[config.mk]
export PLATFORM = sky130hd
export DESIGN_NAME = matmul_mac_sequencer_flat
export DESIGN_NICKNAME = d
export VERILOG_FILES = /design/src/rtl/matmul_mac_sequencer_if.sv /design/src/rtl/matmul_mac_sequencer.sv /design/src/flat_wrapper.sv
export SDC_FILE = /design/constraint.sdc
export NUM_CORES = 1
export LEC_CHECK = 0
export CORE_MARGIN = 2
export CORE_UTILIZATION = 41
export CTS_BUF_LIST = sky130_fd_sc_hd__clkbuf_4 sky130_fd_sc_hd__clkbuf_8
export DETAILED_ROUTE_END_ITERATION = 12
export GPL_TIMING_DRIVEN = 0
export PLACE_DENSITY = 0.79
export SLEW_MARGIN = 25
export SYNTH_ARGS = -nofsm -noshare
export SYNTH_HDL_FRONTEND = slang
export SYNTH_SLANG_ARGS = --single-unit
export TNS_END_PERCENT = 1
[constraint.sdc]
create_clock -name clk -period 2.1 [get_ports clk]
set_input_delay 0.21 -clock clk [delete_from_list [all_inputs] [get_ports clk]]
set_output_delay 0.21 -clock clk [all_outputs]
set_load 0.01 [all_outputs]
[src/rtl/matmul_mac_sequencer_if.sv]
// Bus bundle between the matmul sequencer and its surroundings: the start/busy/done
// handshake, the A and B operand read ports, the link to the `mac` unit and the
// C result write port. The sequencer uses the master modport.
interface matmul_mac_sequencer_if #(
  parameter int AW = 6
);
  // Handshake
  logic                 start;
  logic                 busy;
  logic                 done;
  // Operand memory A (synchronous read, data one cycle after address)
  logic [AW-1:0]        a_addr;
  logic signed [7:0]    a_rdata;
  // Operand memory B (synchronous read, data one cycle after address)
  logic [AW-1:0]        b_addr;
  logic signed [7:0]    b_rdata;
  // Multiply-accumulate unit
  logic signed [7:0]    mac_x;
  logic signed [7:0]    mac_y;
  logic                 mac_clear;
  logic signed [18:0]   mac_s;
  // Result memory C write port
  logic                 wr_en;
  logic [AW-1:0]        wr_addr;
  logic signed [18:0]   wr_data;

  modport master (
    input  start, a_rdata, b_rdata, mac_s,
    output busy, done, a_addr, b_addr, mac_x, mac_y, mac_clear, wr_en, wr_addr, wr_data
  );

  modport slave (
    output start, a_rdata, b_rdata, mac_s,
    input  busy, done, a_addr, b_addr, mac_x, mac_y, mac_clear, wr_en, wr_addr, wr_data
  );
endinterface

[src/rtl/matmul_mac_sequencer.sv]
// Control stage in front of a `mac` unit computing C = A x B.
// For each C element (i, j) it issues INNER operand address pairs (FETCH), spends
// one cycle letting the last pair reach the accumulator (LAST), then writes the
// accumulator to C (WRITE). Operand data returns one cycle after its address, so
// a delayed issue flag and index steer the pair into the mac and raise mac_clear
// on the k = 0 pair, which restarts the sum without a separate zeroing cycle.
module matmul_mac_sequencer #(
  parameter int ROWS  = 8,
  parameter int INNER = 8,
  parameter int COLS  = 8,
  parameter int AW    = 6
) (
  input logic                    clk,
  input logic                    reset,
  matmul_mac_sequencer_if.master bus
);

  localparam int IW = (ROWS  > 1) ? $clog2(ROWS)  : 1;
  localparam int JW = (COLS  > 1) ? $clog2(COLS)  : 1;
  localparam int KW = (INNER > 1) ? $clog2(INNER) : 1;

  typedef enum logic [2:0] {
    S_IDLE,
    S_FETCH,
    S_LAST,
    S_WRITE,
    S_DONE
  } state_e;

  state_e            state_q;
  logic [IW-1:0]     i_q, i_d;
  logic [JW-1:0]     j_q, j_d;
  logic [KW-1:0]     k_q;
  logic              busy_q;
  logic              done_q;
  logic              wr_en_q;
  logic [AW-1:0]     a_addr_q;
  logic [AW-1:0]     b_addr_q;
  logic [AW-1:0]     wr_addr_q;

  // Operand-return tracking: one cycle behind the address issue.
  logic              v_q;
  logic [KW-1:0]     kd_q;

  logic signed [7:0] mac_x_c;
  logic signed [7:0] mac_y_c;
  logic              mac_clear_c;

  logic              k_last;
  logic              j_last;
  logic              i_last;

  assign k_last = (k_q == KW'(INNER - 1));
  assign j_last = (j_q == JW'(COLS - 1));
  assign i_last = (i_q == IW'(ROWS - 1));

  // Row-major addresses of A[i][k], B[k][j] and C[i][j].
  function automatic logic [AW-1:0] a_index(input logic [IW-1:0] i, input logic [KW-1:0] k);
    return AW'(int'(i) * INNER + int'(k));
  endfunction

  function automatic logic [AW-1:0] b_index(input logic [KW-1:0] k, input logic [JW-1:0] j);
    return AW'(int'(k) * COLS + int'(j));
  endfunction

  function automatic logic [AW-1:0] c_index(input logic [IW-1:0] i, input logic [JW-1:0] j);
    return AW'(int'(i) * COLS + int'(j));
  endfunction

  // Next C element: j sweeps fastest and wraps into the next row of i.
  always_comb begin
    // NOTE: each always_comb target gets a default first so no path can infer a latch.
    i_d = i_q;
    j_d = j_q + JW'(1);
    if (j_last) begin
      j_d = '0;
      i_d = i_q + IW'(1);
    end
  end

  // Control FSM: walks (i, j, k) and registers every strobe and address it drives.
  always_ff @(posedge clk) begin
    if (reset) begin
      state_q   <= S_IDLE;
      i_q       <= '0;
      j_q       <= '0;
      k_q       <= '0;
      busy_q    <= 1'b0;
      done_q    <= 1'b0;
      wr_en_q   <= 1'b0;
      a_addr_q  <= '0;
      b_addr_q  <= '0;
      wr_addr_q <= '0;
    end else begin
      // NOTE: non-blocking assignments so every register here samples pre-edge values.
      done_q  <= 1'b0;
      wr_en_q <= 1'b0;
      unique case (state_q)
        S_IDLE: begin
          if (bus.start) begin
            state_q  <= S_FETCH;
            busy_q   <= 1'b1;
            i_q      <= '0;
            j_q      <= '0;
            k_q      <= '0;
            a_addr_q <= a_index('0, '0);
            b_addr_q <= b_index('0, '0);
          end
        end
        S_FETCH: begin
          if (k_last) begin
            state_q <= S_LAST;
          end else begin
            k_q      <= k_q + KW'(1);
            a_addr_q <= a_index(i_q, k_q + KW'(1));
            b_addr_q <= b_index(k_q + KW'(1), j_q);
          end
        end
        S_LAST: begin
          // Final pair is entering the accumulator; the sum is ready next cycle.
          state_q   <= S_WRITE;
          wr_en_q   <= 1'b1;
          wr_addr_q <= c_index(i_q, j_q);
        end
        S_WRITE: begin
          if (i_last && j_last) begin
            state_q <= S_DONE;
            busy_q  <= 1'b0;
            done_q  <= 1'b1;
          end else begin
            state_q  <= S_FETCH;
            i_q      <= i_d;
            j_q      <= j_d;
            k_q      <= '0;
            a_addr_q <= a_index(i_d, '0);
            b_addr_q <= b_index('0, j_d);
          end
        end
        S_DONE: begin
          state_q <= S_IDLE;
          i_q     <= '0;
          j_q     <= '0;
          k_q     <= '0;
        end
        default: state_q <= S_IDLE;
      endcase
    end
  end

  // Delay the issue flag and k index to line up with the returning operand data.
  always_ff @(posedge clk) begin
    if (reset) begin
      v_q  <= 1'b0;
      kd_q <= '0;
    end else begin
      v_q  <= (state_q == S_FETCH);
      kd_q <= k_q;
    end
  end

  // Present a valid pair to the mac, or zeros so the accumulator holds its value.
  always_comb begin
    mac_x_c     = '0;
    mac_y_c     = '0;
    mac_clear_c = 1'b0;
    if (v_q) begin
      mac_x_c     = bus.a_rdata;
      mac_y_c     = bus.b_rdata;
      mac_clear_c = (kd_q == '0);
    end
  end

  assign bus.busy      = busy_q;
  assign bus.done      = done_q;
  assign bus.a_addr    = a_addr_q;
  assign bus.b_addr    = b_addr_q;
  assign bus.mac_x     = mac_x_c;
  assign bus.mac_y     = mac_y_c;
  assign bus.mac_clear = mac_clear_c;
  assign bus.wr_en     = wr_en_q;
  assign bus.wr_addr   = wr_addr_q;
  // The accumulator holds the finished sum throughout the WRITE cycle.
  assign bus.wr_data   = wr_en_q ? bus.mac_s : '0;

endmodule

[src/flat_wrapper.sv]
// flat-port wrapper written by rule: the top's interface ports become plain ports
module matmul_mac_sequencer_flat 
#(
  parameter int ROWS  = 8,
  parameter int INNER = 8,
  parameter int COLS  = 8,
  parameter int AW    = 6
)
  (clk, reset, bus_start, bus_a_rdata, bus_b_rdata, bus_mac_s, bus_busy, bus_done, bus_a_addr, bus_b_addr, bus_mac_x, bus_mac_y, bus_mac_clear, bus_wr_en, bus_wr_addr, bus_wr_data);
  matmul_mac_sequencer_if #(.AW(AW)) bus_i ();
  input logic clk;
  input logic reset;
  input wire logic [$bits(bus_i.start)-1:0] bus_start;
  input wire logic [$bits(bus_i.a_rdata)-1:0] bus_a_rdata;
  input wire logic [$bits(bus_i.b_rdata)-1:0] bus_b_rdata;
  input wire logic [$bits(bus_i.mac_s)-1:0] bus_mac_s;
  output wire logic [$bits(bus_i.busy)-1:0] bus_busy;
  output wire logic [$bits(bus_i.done)-1:0] bus_done;
  output wire logic [$bits(bus_i.a_addr)-1:0] bus_a_addr;
  output wire logic [$bits(bus_i.b_addr)-1:0] bus_b_addr;
  output wire logic [$bits(bus_i.mac_x)-1:0] bus_mac_x;
  output wire logic [$bits(bus_i.mac_y)-1:0] bus_mac_y;
  output wire logic [$bits(bus_i.mac_clear)-1:0] bus_mac_clear;
  output wire logic [$bits(bus_i.wr_en)-1:0] bus_wr_en;
  output wire logic [$bits(bus_i.wr_addr)-1:0] bus_wr_addr;
  output wire logic [$bits(bus_i.wr_data)-1:0] bus_wr_data;
  assign bus_i.start = bus_start;
  assign bus_i.a_rdata = bus_a_rdata;
  assign bus_i.b_rdata = bus_b_rdata;
  assign bus_i.mac_s = bus_mac_s;
  assign bus_busy = bus_i.busy;
  assign bus_done = bus_i.done;
  assign bus_a_addr = bus_i.a_addr;
  assign bus_b_addr = bus_i.b_addr;
  assign bus_mac_x = bus_i.mac_x;
  assign bus_mac_y = bus_i.mac_y;
  assign bus_mac_clear = bus_i.mac_clear;
  assign bus_wr_en = bus_i.wr_en;
  assign bus_wr_addr = bus_i.wr_addr;
  assign bus_wr_data = bus_i.wr_data;
  matmul_mac_sequencer #(.ROWS(ROWS), .INNER(INNER), .COLS(COLS), .AW(AW)) u_core (.clk(clk), .reset(reset), .bus(bus_i));
endmodule
==> results of run 1 <==
routing by layer:
layer  GRT usage, %  up-vias
met3           6.19        6
met5              0        -
met4           5.87        0
met1           21.3      754
met2           28.7       66
li1               -      889
worst max path at each step:
stage	cells after the start	startpoint	slack [ps]	end
after floorplan	5	u_core.j_q[0]	480	u_core.i_q[0]
after global placement	6	reset	260	u_core.bus.b_addr[2]
after detailed placement	6	reset	260	u_core.bus.a_addr[2]
after CTS	3	u_core.bus.wr_en	100	bus_wr_data[4]
after global routing	3	u_core.bus.wr_en	9	bus_wr_data[6]
final	3	u_core.bus.wr_en	130	bus_wr_data[4]
cells in the final DEF, fill, tap and decap left out, drive strengths merged, types with 5 or more instances in the layout:
cell            n
mux2i          16
a21boi          5
clkdlybuf4s50  94
buf            11
ha              7
nand2          16
nor2           10
dfxtp          34
clkbuf         11
and2           39
o21ai           9
inv             5
sequential cells by signal (all words and copies together), names as in the netlist, 3 cells and up:
register,flops
u_core.bus.a_addr,4
u_core.bus.b_addr,5
u_core.bus.wr_addr,6
u_core.i_q,3
u_core.j_q,3
u_core.k_q,3
u_core.kd_q,3
u_core.state_q,3
area by class of cell:
| cell class | count | area, um^2 | area share [%] |
|---|---|---|---|
| multi-input cells | 147 | 1070 | 35.9 |
| well taps | 52 | 65.1 | 2.19 |
| clock buffers | 7 | 90.1 | 3.04 |
| repair buffers | 94 | 941 | 31.7 |
| flip-flops and latches | 34 | 681 | 22.9 |
| clock inverters | 1 | 5.00 | 0.169 |
| inverters | 5 | 18.8 | 0.633 |
| plain buffers | 15 | 100 | 3.37 |
worst max-delay path: stages (launching register included):
cell and delay (ps):
dfxtp_1 480, clkbuf_1 280, and2_1 170, clkdlybuf4s50_1 550
logic make-up (layout without fill, tap and decap cells):
| group | count (synthesis) | count (layout) |
|---|---|---|
| fa+ha+maj | 7 | 7 |
| mux | 18 | 18 |
| flops | 34 | 34 |
| simple gates | 96 | 96 |
| buf+inv | 20 | 122 |
| compound gates | 26 | 26 |
per-stage QoR:
step	area, um^2	util (%)	hold WS (ps)
floorplan	1870	-	302
global placement	2870	65.9	450
detailed placement	2870	65.9	453
CTS	2970	68.1	463
global route	2970	68.1	480
finish	2970	68.1	458
power by group through the flow:
stage / Combinational, mW / Sequential (mW) / Clock [mW]
after floorplan: 0.0747 / 0.676 / 0
after global placement: 0.189 / 0.675 / 0
after detailed placement: 0.190 / 0.675 / 0
after CTS: 0.192 / 0.661 / 0.516
after global routing: 0.205 / 0.661 / 0.539
final: 0.191 / 0.661 / 0.509
==> impl_results.md, run 1 <==
* Min-Delay Startpoint: u_core.bus.a_addr[3]
* Antenna diode instance count at 0
* Largest family of logic cells by synthesized area: simple AND/OR/NAND/NOR gates
* Count of final hold-check violations at 0
* CTS Root Buffer Type: clkbuf_8
* Post-detailed-route count of antenna-violating nets at 0
* DRC at 0
* Met1 Routed Length at 2030 um
* Cell count of the worst hold path at 2
* Sw Ratio at 22.6%
* Count of pins on the block boundary at between 90 and 100
* Min setup slack post-route at 125 ps
* Proportion of netlist area held by the largest area contributor at a little over a third
* DIE AREA at between 5000 and 6000 um^2
* Post-synth net total at 246
* Placed cells at about 350
* CTS-repair resized insts at 0
* Setup crit end kind: output port
* Simple logic cell fraction of the synthesized area at a little under a third
* Arrival time of data at the critical path endpoint at 1760 ps
* Part of the total power dissipated in sequential elements at 48.6%
* Run status: completed
* FMAX at 506 MHz
* Endpoint of the worst register-to-register path: u_core.i_q[0]
* Routed wl met2 at 2050 um
* Met3 wire len at 443 um
* Largest voltage drop on the vdd net at ~0.00042 V
* Period utilisation layout at a little over nine tenths
* Horizontal die dimension at between 70 and 80 um
* Skew-Pair Late Insertion Delay at 290 ps
* Synth-to-Final Area Change at 59.0%
* Reg-to-reg critical path startpoint: u_core.j_q[0]
* Routed wire length per instance at 12.9 um
* Die Span Y at 71.5 um
* Crit path required time at 1890 ps
* Post-Synth XOR/XNOR Area at 0%
* Register-to-register setup slack at 330 ps
* Clk slew on worst S/H paths at 70 ps
* Adder and majority gate portion of the synthesized area at 4.69%
* Clk network pwr share at 37.4%
* Internal power at 1.05 mW
* Maximum level of the CTS H-tree at 2
* Cell taking the most area after synthesis: dfxtp_1
* Synthesis Warnings at 0
* Weighted congestion reported at the end of routability-driven placement at 0.843
* Final number of max-transition violations at 0
* Core area at 4350 um^2
* Setup tns final at 0 ps
* Post CTS Setup Buffer Count at 0
* Standby leakage power at around 1.2 nW
* Antenna violations before repair at 0
* Via total after detailed routing at 1715
* Final Routed Wirelength at approximately 4600 um
* Unrepaired setup endpoints after global routing: no
* Fraction of layout cells with a size suffix above 1 at 8.91%
* Count of state elements after synthesis at 34
* Number of instances in the synthesized netlist at 201
* CP Launch Type: flip-flop
* Final net count at 347
* Global-route total usage across every layer at 17.5%
* Number of distinct standard cells referenced by the synthesized netlist at 42
* Leading register cell type out of synthesis: dfxtp_1
* Pin count of the biggest net entering global routing at 12
* Placed wire-length estimate at 3540 um
* Switching power of the nets at 0.307 mW
* Worst setup path category: reg -> out
* Fill cell total of the finished layout at ~380
* Wire length of the first global-routing pass at ~7200 um
* Violation count after the first detailed-routing iteration at 34
* Leading cell types by count after synthesis: 39 x and2_1, 34 x dfxtp_1, 16 x mux2i_1, 16 x nand2_1, 10 x nor2_1
* Number of CTS-inserted buffers at 5
* Maximum Capacitance Violations at 0
* Register-to-Register Path Depth at 5
* Critical-path maximum fanout at 11
* TritonCTS clock tree: yes
* Sequential cell area fraction in the yosys report at between 30% and 40%
* Pwr Total at ~1.4 mW
* Via count of the first global-routing pass at 1553
* Count of buffers from port buffering at 94
* Final worst clock skew at 4.63 ps
* Normalized max-slew margin at around 68%
* Tightest Pin Transition at ~480 ps
* Core Rows at 24
* Clock net sink count at 34
* Top cells by area in the synthesized netlist: dfxtp_1 36%, and2_1 13%, mux2i_1 8.6%, ha_1 4.7%, nand2_1 3.2%
* Portion of netlist area occupied by mux cells at 9.79%
* Final critical-path required period at around 2000 ps
* Portion of total power attributed to combinational logic at 14.0%
* Netlist area before placement at roughly 1900 um^2
* Post-CTS Hold Fix Bufs at 0
* Count leader, synth: and2_1
* Post-synthesis average cell area at 9.28 um^2
* Ratio of routed vias to standard cells at 4.83
* Area fraction in compound gates after synthesis at 10.9%
* WHS Endpoint: u_core.bus.a_addr[3]
* Post-synth EDFFs at 0
* Global-route congestion overflow total at 0
* Initial standard-cell utilization of the core at 42.8%
* Async S/R FF share, synth at 0%
* Uppermost signal routing layer after detailed routing: met4
* Fin cells at 355
* Worst-case setup slack after placement at 259 ps
* Maximum buffer depth of the clock tree at 2
* Worst hold-check path type: reg -> reg
* Final setup violation count at 0
* Power density of the placed cells at 459 nW/um^2
* First-pass iteration count of the detailed router at 4
Note: power is estimated with default switching activity, not from simulation.
==> run 2, diff against run 1 <==
--- a/config.mk
+++ b/config.mk
@@ -11,6 +11,7 @@
 export DETAILED_ROUTE_END_ITERATION = 12
 export GPL_TIMING_DRIVEN = 0
 export PLACE_DENSITY = 0.79
+export REMOVE_ABC_BUFFERS = 1
 export SLEW_MARGIN = 25
 export SYNTH_ARGS = -nofsm -noshare
 export SYNTH_HDL_FRONTEND = slang
==> impl_results.md, run 2 (synthesized netlist as in run 1, its figures left out) <==
* Run status: completed (unchanged)
* Maximum buffer depth of the clock tree at 2 (unchanged)
* Unrepaired setup endpoints after global routing: no (unchanged)
* Final net count at 333 (was 347)
* DRC at 0 (unchanged)
* Routed wire length per instance at 13.8 um (was 12.9 um)
* Max stage delay on crit path at 770 ps (was 550 ps)
* Number of flip-flops in the largest register at 6 (unchanged)
* Fin cells at 341 (was 355)
* CP max stage cell: dfxtp_1 (was clkdlybuf4s50_1)
* Via total after detailed routing at 1711 (was 1715)
* Antenna diode instance count at 0 (unchanged)
* Critical path's top delay family: flip-flops (was buffers and inverters)
* Maximum level of the CTS H-tree at 2 (unchanged)
* Setup crit end kind: flip-flop (was output port)
* Final Routed Wirelength at 4700 um (was 4570 um)
* Standby leakage power at 1.15 nW (was 1.19 nW)
* Initial standard-cell utilization of the core at 42.8% (unchanged)
* Critical-path maximum fanout at 21 (was 11)
* Clk slew on worst S/H paths at 70 ps (about the same)
* Via count of the first global-routing pass at 1554 (was 1553)
* Count of buffers from port buffering at 94 (unchanged)
* Most common cell after layout, fill and taps aside: clkdlybuf4s50_1 (unchanged)
* First-pass iteration count of the detailed router at 4 (unchanged)
* Fraction of layout cells with a size suffix above 1 at 6.92% (was 8.91%)
* Final setup violation count at 0 (unchanged)
* Worst setup path category: reg -> reg (was reg -> out)
* Synth-to-Final Area Change at 55.9% (was 59.0%)
* Clock net sink count at 34 (unchanged)
* Violation count after the first detailed-routing iteration at 31 (was 34)
* Fill cell total of the finished layout at 363 (was 383)
* Placed cells at 332 (was 347)
* TritonCTS clock tree: yes (unchanged)
* Core Rows at 24 (unchanged)
* Final number of max-transition violations at 0 (unchanged)
* Crit path required time at 2240 ps (was 1890 ps)
* Endpoint of the worst register-to-register path: u_core.bus.wr_addr[1] (was u_core.i_q[0])
* Count of pins on the block boundary at 95 (unchanged)
* Power density of the placed cells at 468 nW/um^2 (was 459 nW/um^2)
* Tightest Pin Transition at 905 ps (was 482 ps)
* Switching power of the nets at 0.307 mW (about the same)
* Horizontal die dimension at 71.5 um (unchanged)
* FMAX at 529 MHz (was 506 MHz)
* Global-route congestion overflow total at 0 (unchanged)
* Final critical-path required period at 1890 ps (was 1970 ps)
* Worst hold-check path type: reg -> reg (unchanged)
* Commonest non-fill, non-tap cells in the layout: 93 x clkdlybuf4s50_1, 39 x and2_1, 34 x dfxtp_1, 16 x nand2_1, 16 x mux2i_1 (was 94 x clkdlybuf4s50_1, 39 x and2_1, 34 x dfxtp_1, 16 x nand2_1, 16 x mux2i_1)
* Critical path destination: u_core.bus.wr_addr[1] (was bus_wr_data[4])
* Normalized max-slew margin at 39.6% (was 67.8%)
* Die Span Y at 71.5 um (unchanged)
* Ratio of routed vias to standard cells at 5.02 (was 4.83)
* Maximum Capacitance Violations at 0 (unchanged)
* Final worst clock skew at 4.39 ps (was 4.63 ps)
* Largest voltage drop on the vdd net at 0.000426 V (was 0.000415 V)
* Reg-to-reg critical path startpoint: u_core.state_q[1] (was u_core.j_q[0])
* CP Launch Type: flip-flop (unchanged)
* Sw Ratio at 22.6% (about the same)
* Weighted congestion reported at the end of routability-driven placement at 0.736 (was 0.843)
* Area occupied by multi-input gates at 1080 um^2 (was 1070 um^2)
* Sum of buffers and inverters on the critical path at 0 (was 2)
* Count of final hold-check violations at 0 (unchanged)
* Wire length of the first global-routing pass at 7530 um (was 7170 um)
* Register-to-register setup slack at 210 ps (was 330 ps)
* Cell depth of the worst setup path at 3 (unchanged)
* Register-to-Register Path Depth at 3 (was 5)
* Global-route total usage across every layer at 18.4% (was 17.5%)
* Number of CTS-inserted buffers at 5 (unchanged)
* Post-detailed-route count of antenna-violating nets at 0 (unchanged)
* Portion of total power attributed to combinational logic at 13.8% (was 14.0%)
* Core area at 4350 um^2 (unchanged)
* Internal power at 1.05 mW (about the same)
* Placed wire-length estimate at 3460 um (was 3540 um)
* Pin count of the biggest net entering global routing at 22 (was 12)
* Period utilisation layout at 90.1% (was 94.0%)
* Cell Chain, Critical Path: nor3b_2, mux2i_1, nor2_1 (was clkbuf_1, and2_1, clkdlybuf4s50_1)
* Arrival time of data at the critical path endpoint at 2030 ps (was 1760 ps)
* Antenna violations before repair at 0 (unchanged)
* Part of the total power dissipated in sequential elements at 48.9% (was 48.6%)
* Clk network pwr share at 37.3% (was 37.4%)
* Storage element area at 681 um^2 (unchanged)
* Critical path launch point: u_core.state_q[1] (was u_core.bus.wr_en)
* DIE AREA at 5110 um^2 (unchanged)
* Final core utilization at 66.8% (was 68.1%)
* CTS Root Buffer Type: clkbuf_8 (unchanged)
* Skew-Pair Late Insertion Delay at 290 ps (about the same)
## run 2: changes by cell type in the layout (fill, tap and decap cells not counted), sizes merged
cell and change:
buf -10, clkbuf -4, clkdlybuf4s50 -1, dlymetal6s2s +1
## run 2: power by group through the flow
stage	sequential (mW)	clock [mW]	combinational (mW)
after floorplan	0.680	0	0.0565
after CTS	0.666	0.513	0.180
final	0.665	0.507	0.187
after global routing	0.668	0.541	0.200
after detailed placement	0.680	0	0.176
after global placement	0.680	0	0.174
## run 2: cell type report
type	instances	share of cell area, %
flip-flops and latches	34	23.4
inverters	5	0.645
well taps	52	2.24
clock buffers	7	3.10
multi-input cells	147	37.3
clock inverters	1	0.172
repair buffers	95	33.1
## run 2: worst min-delay path, delay by kind of cell, from the launching register on
kind	cells	cell delay (ps)
AND/OR/NAND/NOR	1	50
flip-flops	1	310
multiplexers	1	50
## run 2: worst min-delay path by stage
stage	from	endpoint	slack, ps	depth (start not counted)
detailed placement	u_core.k_q[1]	u_core.kd_q[1]	450	2
CTS	u_core.k_q[1]	u_core.kd_q[1]	460	2
finish	u_core.bus.a_addr[4]	u_core.bus.a_addr[4]	460	2
floorplan	reset	u_core.kd_q[0]	280	1
global placement	u_core.k_q[1]	u_core.kd_q[1]	450	2
global route	u_core.bus.b_addr[1]	u_core.bus.b_addr[1]	480	2
## run 2: per-stage QoR
step / setup TNS, ps / cell area [um^2] / hold slack, ps / total power [mW] / setup slack (ps)
final: 0 / 2910 / 460 / 1.36 / 209
after global routing: 0 / 2910 / 483 / 1.41 / 27.2
after CTS: 0 / 2880 / 461 / 1.36 / 32.6
after detailed placement: -1850 / 2780 / 452 / 0.857 / -193
after global placement: -1910 / 2770 / 448 / 0.853 / -147
after floorplan: 0 / 1770 / 277 / 0.737 / 228
## run 2: repair_timing
action | 4_1_cts | 5_1_grt
pin swaps | 1 | 1
setup endpoints to repair | 11 | 13
hold buffers | 0 | 0
buffers inserted | 0 | 1
gates resized for setup | 1 | 2
gates cloned | 0 | 0
## run 2: metal layers
metal / vias to the layer above / GRT usage [%] / part of all wire, %
met5: - / 0 / 0
li1: 858 / - / -
met4: 0 / 5.87 / 1.0
met3: 7 / 5.20 / 8.7
met1: 777 / 23.1 / 44
met2: 69 / 30.7 / 47
==> patch 1: new RTL, flow settings as in run 1 <==
`COLS` is set to 8 in 2 places; all go to 32.
--- a/src/rtl/matmul_mac_sequencer.sv
+++ b/src/rtl/matmul_mac_sequencer.sv
@@ -9,3 +9,3 @@
   parameter int INNER = 8,
-  parameter int COLS  = 8,
+  parameter int COLS  = 32,
   parameter int AW    = 6
--- a/src/flat_wrapper.sv
+++ b/src/flat_wrapper.sv
@@ -5,3 +5,3 @@
   parameter int INNER = 8,
-  parameter int COLS  = 8,
+  parameter int COLS  = 32,
   parameter int AW    = 6
Formal check against the unedited RTL: not equivalent (Yosys sat finds a counterexample within 4 cycles, from zero or initial values and one cycle with reset high).
==> patch 1 against run 1 <==
  * Sequential share of layout area rose by 1.4 points
  * Power increased by 15%
  * Global-route usage is 1.9 points higher
  * Final area increased by 5.4%
  * Sequential cell count increased by 4
  * Critical path depth is 5 higher
  * Hold slack lost 0.0030 ns
  * Routed wire length rose by 12%
  * Count of clock-buffer cells in the layout down 2
  * Setup slack lost 0.052 ns
  * Area after synthesis rose by 5.6%
==> patch 1: results (changes against run 1) <==
[worst_hold_path]
hp-class = reg -> reg

[power_and_ir_drop]
p_leak_uw = 0.001157  ; -2.6%
ir_drop_uv = 656.7  ; +58%

[placed_design]
gp_congestion = 0.8582  ; +1.8%
io_buffers = 94  ; unchanged
dp_slack_ns = -0.1151  ; -0.3741 ns
dp_hpwl_mm = 3.908  ; +10%

[global_route]
antenna_found_initial = 0  ; unchanged
grt_pass1_wl_mm = 7.962  ; +11%
grt_max_degree = 13  ; +1
track_usage_pct = 19.32  ; +1.9 points
grt_pass1_vias = 1715  ; +10%

[yosys]
synth-seq-area-share_pct = 38.60  ; +2.1 points
synth_nets = 266  ; +8.1%
yosysWarnings = 0  ; unchanged
synth_async_sr_flop_share_pct = 0  ; unchanged
synth.distinct_cells = 47  ; +12%
ys_top_cells_by_count = 38 x dfxtp_1, 36 x and2_1, 19 x a21oi_1
synth_flop_cell = dfxtp_1
yosys-top-cells-area = dfxtp_1 39%, and2_1 11%, mux2i_1 5.1%, a21oi_1 4.8%, ha_1 4.4%

[timing]
finClkSkew_ns = 0.004009  ; -0.0006165 ns
relSlewSlack_pct = 62.02  ; -5.8 points

[layout]
drive_gt1_share_pct = 11.38  ; +2.5 points
final_nets = 369  ; +6.3%
n_antenna_cell = 0  ; unchanged
nFillCells = 404  ; +5.5%

[cts]
numCtsBuffers = 5  ; unchanged
cts_root_buffer = clkbuf_8
clk_latency_ns = 0.29  ; about the same
cts_max_level = 2  ; unchanged
clk_pin_slew_ns = 0.07  ; about the same
clockBufferDepth = 2  ; unchanged

[route]
ant_nets = 0  ; unchanged
drt_wl_total_mm = 5.129  ; +12%
via_count = 1898  ; +11%
first_iter_violations = 26  ; -24%
dr.pass1.iters = 4  ; unchanged

[setup_path]
cp_slowest_stage_delay_ns = 0.43  ; -0.12 ns
slowest_stage = or4_4
cpLargestDelayFamily = simple AND/OR/NAND/NOR gates
critical_path.max_fanout = 8  ; -3

[run_status]
status = finished, final reports clean

==> patch 1: kinds of logic after synthesis <==
logic type | Yosys count | synth area share, %
AO/OA/AOI/OAI | 35 | 12.06
XOR/XNOR | 2 | 0.8891
adder cells (fa/ha/maj) | 7 | 4.444
buffers and inverters | 17 | 5.016
flip-flops | 38 | 38.60
multiplexers | 12 | 6.222
AND/OR/NAND/NOR | 110 | 32.76
==> patch 1: cell type report <==
type	count	area share (%)
plain buffers	13	2.720
flip-flops and latches	38	24.36
clock buffers	5	2.200
repair buffers	96	30.56
well taps	54	2.160
multi-input cells	166	36.24
inverters	4	0.4800
clock inverters	3	1.280
==> patch 1: power breakdown <==
part	switching, µW	internal [µW]	total [µW]	leakage (µW)
registers	7.76	733	741	0.000308
logic	86.9	134	221	0.000791
clock network	252	349	601	0.0000579
total	347	1220	1560	0.00116
==> patch 1: layer usage <==
metal | global-route usage [%] | vias to the layer above | part of all wire, %
li1 | - | 969 | -
met1 | 22.28 | 851 | 43
met2 | 33.73 | 73 | 47
met3 | 5.898 | 5 | 8.7
met4 | 6.869 | 0 | 1.0
met5 | 0 | - | 0
==> patch 1: through the flow <==
step | cells | instance area (µm²)
finish | 379 | 3128
global placement | 369 | 2979
CTS | 378 | 3104
global route | 379 | 3128
detailed placement | 369 | 2979
floorplan | 221 | 1971
==> patch 1: final timing paths <==
kind / slack, ns / end / startpoint / cells after the start
max: 0.07 / u_core.bus.a_addr[2] / u_core.j_q[0] / 8
min: 0.45 / u_core.bus.a_addr[1] / u_core.bus.a_addr[1] / 2
max reg2reg: 0.07 / u_core.bus.a_addr[2] / u_core.j_q[0] / 8
min reg2reg: 0.45 / u_core.bus.a_addr[1] / u_core.bus.a_addr[1] / 2
==> patch 1: what timing repair did <==
item | in CTS | in global routing
gates resized for setup | 3 | 4
hold buffers | 0 | 0
endpoints found under the setup margin | 14 | 22
pin swaps | 1 | 1
setup buffers | 1 | 1
==> patch 1: worst register-to-register path, cell delays in order (launching register included) <==
cell and delay (ns):
dfxtp_2 0.36, ha_1 0.25, and3_4 0.21, ha_4 0.18
nand3_2 0.11, a31oi_4 0.14, buf_4 0.17, or4_4 0.43
a21oi_2 0.12
==> patch 2: new RTL, settings of run 1 <==
Without the edit above. Re-encode `state_e` (5 states) as one-hot, 5 bits wide.
--- a/src/rtl/matmul_mac_sequencer.sv
+++ b/src/rtl/matmul_mac_sequencer.sv
@@ -21,8 +21,8 @@
 
-  typedef enum logic [2:0] {
-    S_IDLE,
-    S_FETCH,
-    S_LAST,
-    S_WRITE,
-    S_DONE
+  typedef enum logic [4:0] {
+    S_IDLE  = 5'b00001,
+    S_FETCH = 5'b00010,
+    S_LAST  = 5'b00100,
+    S_WRITE = 5'b01000,
+    S_DONE  = 5'b10000
   } state_e;
Formal check against the unedited RTL: same outputs for any inputs over 10 cycles, from zero or initial values and one cycle with reset high; not proved beyond that.
==> patch 2 against run 1 <==
  * Final area grew 2.7%
  * Setup slack better by 0.020 ns
  * Routed wire length grew 20%
  * Sequential cell count is 2 higher
  * Hold slack got worse by 0.17 ns
  * Power grew 7.7%
  * Sequential share of layout area increased by 0.76 points
  * Area after synthesis up 1.5%
==> patch 2: results (changes against run 1) <==
[placed_design]
dp_slack_ns = -0.06004  ; -0.3190 ns
io_buffers = 93  ; -1.1%
dp.cells = 367  ; +5.8%
dp_hpwl_mm = 4.249  ; +20%
post_dp_cell_area_mm2 = 0.002889  ; +0.61%

[setup_path]
worstRegToRegCells = 8  ; +3
cp_slowest_stage_delay_ns = 0.38  ; -0.17 ns
critical_path.max_fanout = 10  ; -1
worstPathArrival_ns = 2.17  ; +0.41 ns
timing.rr.start = u_core.state_q[0]
rrSetupSlack_ns = 0.15  ; -0.18 ns
reg2reg_to = u_core.bus.a_addr[3]

[yosys]
syn_area_per_cell_um2 = 8.527  ; -8.1%
synth-seq-area-share_pct = 38.07  ; +1.6 points
synth_nets = 267  ; +8.5%
yosys-top-cells-area = dfxtp_1 38%, and2_1 13%, a21oi_1 5.3%, ha_1 4.6%, nand2_1 3.8%
synth.distinct_cells = 44  ; +4.8%

[worst_hold_path]
holdPathEnd = u_core.v_q
hold_start = reset
hp-class = in -> reg

[route]
first_iter_violations = 36  ; +5.9%
via_count = 1956  ; +14%
drt_wl_total_mm = 5.507  ; +20%

[layout]
nFillCells = 373  ; -2.6%
instances_no_fill = 378  ; +6.5%
drive_gt1_share_pct = 11.66  ; +2.7 points

[cts]
cts_sinks = 36  ; +5.9%

[timing]
relSlewSlack_pct = 63.76  ; -4.1 points
finClkSkew_ns = 0.003074  ; -0.001551 ns

[run_status]
status = finished, final reports clean

[power_and_ir_drop]
p_leak_uw = 0.001156  ; -2.6%
p_switching_uw = 337.8  ; +9.9%

[global_route]
met2_usage_pct = 36.73  ; +8.0 points
met1_usage_pct = 25.52  ; +4.3 points
grt_pass1_wl_mm = 8.500  ; +19%
track_usage_pct = 20.87  ; +3.4 points
grt_pass1_vias = 1766  ; +14%

-- patch 2: worst max path at each step --
stage,end,slack (ns),start
6_report,u_core.bus.a_addr[3],0.15,u_core.state_q[0]
5_1_grt,u_core.bus.b_addr[3],0.01,u_core.i_q[0]
4_1_cts,u_core.bus.b_addr[2],0.02,u_core.j_q[0]
3_5_place_dp,u_core.bus.b_addr[2],-0.06,u_core.j_q[0]
3_3_place_gp,u_core.bus.b_addr[2],-0.02,u_core.j_q[0]
2_1_floorplan,u_core.bus.b_addr[2],0.21,u_core.j_q[0]
-- patch 2: layout make-up --
class | count | area share, %
inverter | 1 | 0.1233
tap | 52 | 2.136
sequential | 36 | 23.71
multi-input combinational | 167 | 35.78
clock buffer | 7 | 3.164
timing repair buffer | 98 | 31.72
buffer | 17 | 3.369
-- patch 2: routing by layer --
layer,share of wire (%),vias to the layer above
met5,0,-
met3,8.8,5
met2,49,82
met1,42,895
li1,-,974
met4,0.76,0
-- patch 2: power groups by stage --
stage / combinational, µW / sequential [µW] / clock, µW
floorplan: 92.1 / 726 / 0
global placement: 209 / 722 / 0
detailed placement: 212 / 722 / 0
CTS: 217 / 707 / 534
global route: 254 / 708 / 558
finish: 234 / 707 / 525
-- patch 2: kinds of logic (layout without fill, tap and decap cells) --
group | Yosys count | after routing | share of synthesized area [%]
muxes | 1 | 1 | 0.5948
buffers and inverters | 19 | 123 | 5.618
and+or+nand+nor | 106 | 106 | 31.73
AOI/OAI and AO/OA | 51 | 51 | 18.44
xor gates and xnor gates | 2 | 2 | 0.9255
DFF | 36 | 36 | 38.07
adders and majority gates | 7 | 7 | 4.626
-- patch 2: timing repair --
action	4_1_cts	5_1_grt
cloned	0	1
pin swaps	0	1
endpoints found under the setup margin	5	16
hold buffers	0	0
gates resized for setup	2	7
setup buffers	0	4
